===== config.mk =====
export PLATFORM = sky130hd
export DESIGN_NAME = tick_counter
export DESIGN_NICKNAME = d
export VERILOG_FILES = /design/src/rtl/tick_counter_pkg.sv /design/src/rtl/tick_counter_edge_detect.sv /design/src/rtl/tick_counter.sv
export SDC_FILE = /design/constraint.sdc
export NUM_CORES = 1
export LEC_CHECK = 0
export ABC_CLOCK_PERIOD_IN_PS = 1900
export CORE_MARGIN = 4
export CORE_UTILIZATION = 30
export DETAILED_ROUTE_END_ITERATION = 8
export GPL_TIMING_DRIVEN = 1
export PLACE_DENSITY = 0.65
export SLEW_MARGIN = 30
export SYNTH_ARGS = -nofsm -noshare
export SYNTH_HDL_FRONTEND = slang
export SYNTH_SLANG_ARGS = --single-unit

===== constraint.sdc =====
create_clock -name clk -period 1.9 [get_ports clk]
set_input_delay 0.57 -clock clk [delete_from_list [all_inputs] [get_ports clk]]
set_output_delay 0.57 -clock clk [all_outputs]
set_load 0.01 [all_outputs]

===== src/rtl/tick_counter_pkg.sv =====
// Shared constants and types for the tick counter and its threshold comparator.
// The comparator threshold lives here so counter, comparator and bench agree.
package tick_counter_pkg;

  localparam int COUNT_W = 4;
  localparam int HOLD_W  = 4;

  localparam int DEF_HOLD_CYCLES = 3;
  localparam int DEF_RESET_VALUE = 0;

  localparam logic [COUNT_W-1:0] THRESHOLD = 4'd10;

  typedef enum logic [1:0] {
    IDLE = 2'd0,
    RUN  = 2'd1,
    HOLD = 2'd2
  } state_e;

endpackage


===== src/rtl/tick_counter_edge_detect.sv =====
// One-bit rising-edge detector; a held-high input yields a single pulse.
// Reusable for any event input synchronous to clk.
module edge_detect (
  input  logic clk,
  input  logic reset,
  input  logic d_i,
  output logic rise_o
);

  logic d_q;

  always_ff @(posedge clk or posedge reset) begin
    if (reset) begin
      d_q <= 1'b0;
    end else begin
      d_q <= d_i;
    end
  end

  assign rise_o = d_i & ~d_q;

endmodule


===== src/rtl/tick_counter.sv =====
// Event counter feeding the threshold comparator: counts tick rising edges,
// freezes for a hold window on match, then clears and resumes.
module tick_counter
  import tick_counter_pkg::*;
#(
  parameter int WIDTH       = COUNT_W,
  parameter int HOLD_CYCLES = DEF_HOLD_CYCLES,
  parameter int RESET_VALUE = DEF_RESET_VALUE
) (
  input  logic             clk,
  input  logic             reset,
  input  logic             enable,
  input  logic             tick,
  input  logic             up_down,
  input  logic             load,
  input  logic [WIDTH-1:0] load_value,
  input  logic             match,
  output logic [WIDTH-1:0] count,
  output logic             wrapped,
  output logic             holding,
  output logic [1:0]       state
);

  localparam logic [WIDTH-1:0]  RST_V    = WIDTH'(RESET_VALUE);
  localparam logic [HOLD_W-1:0] HOLD_TOP = HOLD_W'(HOLD_CYCLES - 1);
  localparam logic [WIDTH-1:0]  ONE      = WIDTH'(1);

  state_e             state_q, state_d;
  logic [WIDTH-1:0]   count_q, count_d;
  logic [HOLD_W-1:0]  hold_q, hold_d;
  logic               wrap_q, wrap_d;
  logic               rise;

  edge_detect u_tick_edge (
    .clk    (clk),
    .reset  (reset),
    .d_i    (tick),
    .rise_o (rise)
  );

  always_ff @(posedge clk or posedge reset) begin
    if (reset) begin
      state_q <= IDLE;
      count_q <= RST_V;
      hold_q  <= '0;
      wrap_q  <= 1'b0;
    end else begin
      state_q <= state_d;
      count_q <= count_d;
      hold_q  <= hold_d;
      wrap_q  <= wrap_d;
    end
  end

  always_comb begin
    state_d = state_q;
    count_d = count_q;
    hold_d  = hold_q;
    wrap_d  = 1'b0;
    if (load) begin
      count_d = load_value;
      hold_d  = '0;
      state_d = enable ? RUN : IDLE;
    end else begin
      case (state_q)
        IDLE: begin
          if (enable) state_d = RUN;
        end
        RUN: begin
          if (!enable) begin
            state_d = IDLE;
          end else if (match) begin
            state_d = HOLD;
            hold_d  = HOLD_TOP;
          end else if (rise) begin
            if (up_down) begin
              count_d = count_q + ONE;
              wrap_d  = (count_q == '1);
            end else begin
              count_d = count_q - ONE;
              wrap_d  = (count_q == '0);
            end
          end
        end
        HOLD: begin
          // Hold runs to completion even if enable drops mid-window.
          if (hold_q == '0) begin
            count_d = RST_V;
            state_d = enable ? RUN : IDLE;
          end else begin
            hold_d = hold_q - HOLD_W'(1);
          end
        end
        default: begin
          state_d = IDLE;
        end
      endcase
    end
  end

  assign count   = count_q;
  assign wrapped = wrap_q;
  assign holding = (state_q == HOLD);
  assign state   = state_q;

endmodule


==> results of run 1 <==
==> cell type report <==
class	count	share of cell area
sequential	12	0.2787
multi-input combinational	62	0.3842
timing repair buffer	29	0.2408
clock buffer	4	0.03326
inverter	9	0.03096
tap	28	0.03211
==> logic make-up after synthesis <==
logic type                 Yosys count
DFF                                 12
adders and majority gates            5
buffers and inverters               14
xor gates and xnor gates             2
AOI/OAI and AO/OA                   23
and+or+nand+nor                     32
==> per-layer routing <==
| layer | wire [um] | share of wire |
|---|---|---|
| met1 | 809 | 0.45 |
| met2 | 830 | 0.47 |
| met3 | 118 | 0.066 |
| met4 | 21 | 0.012 |
| met5 | 0 | 0 |
==> cell usage in the layout (no fill, tap or decap), types with 3 or more instances in the layout <==
master	netlist	routed
clkdlybuf4s50_1	0	15
buf_4	0	11
o21ai_0	9	9
dfrtp_1	12	9
inv_1	9	8
nand2_1	6	6
a21oi_1	6	6
nor4_1	4	4
nor3_1	4	4
nor2_1	3	3
and3_1	3	3
ha_1	4	3
clkbuf_4	0	3
dfrtp_2	0	3
==> registers in the layout, summed over array words and instances, names as in the netlist <==
register and count:
count 4, hold_q 4, state 2, u_tick_edge.d_q 1, wrapped 1
==> synth_stat cells, types with 2 or more instances <==
master	n	area share
a211oi_1	2	0.020
a21oi_1	6	0.040
a31oi_1	2	0.016
and3_1	3	0.025
clkbuf_1	3	0.015
dfrtp_1	12	0.40
ha_1	4	0.066
inv_1	9	0.044
nand2_1	6	0.030
nand2b_1	2	0.016
nor2_1	3	0.015
nor2b_1	2	0.016
nor3_1	4	0.026
nor4_1	4	0.033
o21ai_0	9	0.059
or3b_1	2	0.023
==> worst max-delay path, cell delays in order <==
cell and delay [ns]:
clkdlybuf4s50_1 0.47, or3b_1 0.39, o22a_1 0.24, a211oi_1 0.27
a21oi_1 0.07
==> what timing repair did <==
item | in CTS | in global routing
pin swaps | 1 | 1
gates resized for setup | 5 | 4
endpoints found under the setup margin | 4 | 5
hold endpoints to repair | 0 | 0
==> worst min path at each step <==
stage,slack [ns],endpoint,cells after the start,startpoint
finish,0.52,hold_q[0],1,hold_q[0]
global route,0.57,hold_q[0],1,hold_q[0]
CTS,0.53,hold_q[0],1,hold_q[0]
detailed placement,0.52,hold_q[0],1,hold_q[0]
global placement,0.51,hold_q[3],2,hold_q[3]
floorplan,0.43,count[0],1,reset
==> power by group <==
part,leakage [nW],internal [mW],switching [mW]
logic,0.336,0.102,0.0806
registers,0.148,0.273,0.0192
clock network,0.0210,0.117,0.0908
==> stage by stage <==
stage               hold slack (ns)  cell area (sq um)  worst slack, ns    util  std cells
global route                 0.5682               1091         0.001602  0.4706        144
floorplan                    0.4347              759.5           0.1007       -         88
finish                       0.5239               1091          0.05228  0.4706        144
global placement             0.5126               1036          -0.4036  0.4468        140
detailed placement           0.5176               1036          -0.4784  0.4468        140
CTS                          0.5253               1085          0.03050  0.4679        144
==> metrics.yaml, run 1 <==
grt_use_met1: 0.1384
io_pins: 19
synth_top_family_by_area: "simple AND/OR/NAND/NOR gates"
antenna_cells: 0
fin_setup_tns_ns: 0
vias_per_cell: 5.125
hold_class: "reg2reg"
async_reset_ff_frac: 1.000
status: "completed"
ant_nets: 0
clk_pin_slew_worst_paths_ns: 0.08
fmax_ghz: 0.5412
rows: 17
routedWlPerCell_um: 12.36
rsz0062_at_grt: "no"
cts-root-buf: "clkbuf_4"
yosysSeqAreaShare: 0.3954
max_slew_margin: 0.6837
cts_hold_buf: 0
drc: 0
die_y_um: 58.32
clockBufferDepth: 2
vias: 738
max-vdd-ir-drop_mv: 0.3684
grt_max_degree: 13
fin_crit_sh: 0.9725
drt_iter0_drc: 11
synthesis.area_sq_um: 759.5
crit_path_end_kind: "flip-flop"
globalplace.congestion: 0.7937
reg2reg_from: "hold_q[0]"
synth-simple-area-share: 0.2438
setup_violations: 0
initial_utilization: 0.3276
drive_above_1_share: 0.1810
grt-busiest-layer: "met2"
hold_violations: 0
fillers: 224
worst-r2r-cell-count: 6
grt_overflow: 0
leakagePower_nw: 0.5052
worstSetupPathType: "in2reg"
worstPathRequired_ns: 2.06
met3_usage: 0.05702
die_x_um: 58.32
antenna_found_initial: 0
period_minus_slack_ns: 1.848
post_cts_buffers: 0
critPathLaunchType: "primary input"
wl_um: 1780
ys_ff_latch: 12
worstSkewPairLatency_ns: 0.29
cts_made_buffers: 3
synth_fa_ha_area_frac: 0.09226
synthMuxAreaShare: 0
ys.warnings.count: 0
finClkSkew_ns: 0.007353
critPathArrivalTime_ns: 2.01
tightest_slew_ns: 0.4740
hpwlAfterDp_um: 1381
htree_levels: 1
cp_max_fo: 4
syn_area_per_cell_sq_um: 8.630
synth_compound_area_frac: 0.1730
multi_input_area_sq_um: 419.2
startpoint: "tick"
r2r_slack_ns: 0.13
synth.distinct_cells: 31
grt_first_pass_wirelength_um: 3063
syn_to_final_growth_pct: 43.66
p_per_area_mw_per_mm2: 625.3
ys.flop_type: "dfrtp_1"
r2r_end: "count[2]"
firstDrtPassIters: 5
regArea_sq_um: 304.0
netlist_instances: 88
max-cap-violations: 0
numPortBuffers: 18
finalMaxSlewViolations: 0
power_mw: 0.6822
nets: 133
met2_usage: 0.1994
cts_tree: "built"
synth-edff-count: 0
dieArea_sq_mm: 0.003401
grtUsageTotal: 0.1185
synth-xor-area-share: 0.02306
grt_pass1_vias: 701
syn_nets: 104
core-area_sq_mm: 0.002318
cts.sinks: 12
endpoint: "count[2]"
Power figures use the tool's default switching activity.
==> run 2, diff against run 1 <==
--- a/config.mk
+++ b/config.mk
@@ -11,7 +11,6 @@
 export DETAILED_ROUTE_END_ITERATION = 8
 export GPL_TIMING_DRIVEN = 1
 export PLACE_DENSITY = 0.65
-export SLEW_MARGIN = 30
 export SYNTH_ARGS = -nofsm -noshare
 export SYNTH_HDL_FRONTEND = slang
 export SYNTH_SLANG_ARGS = --single-unit
==> results of run 2 <==
No change in the layout: final DEF, timing and power equal those of run 1.
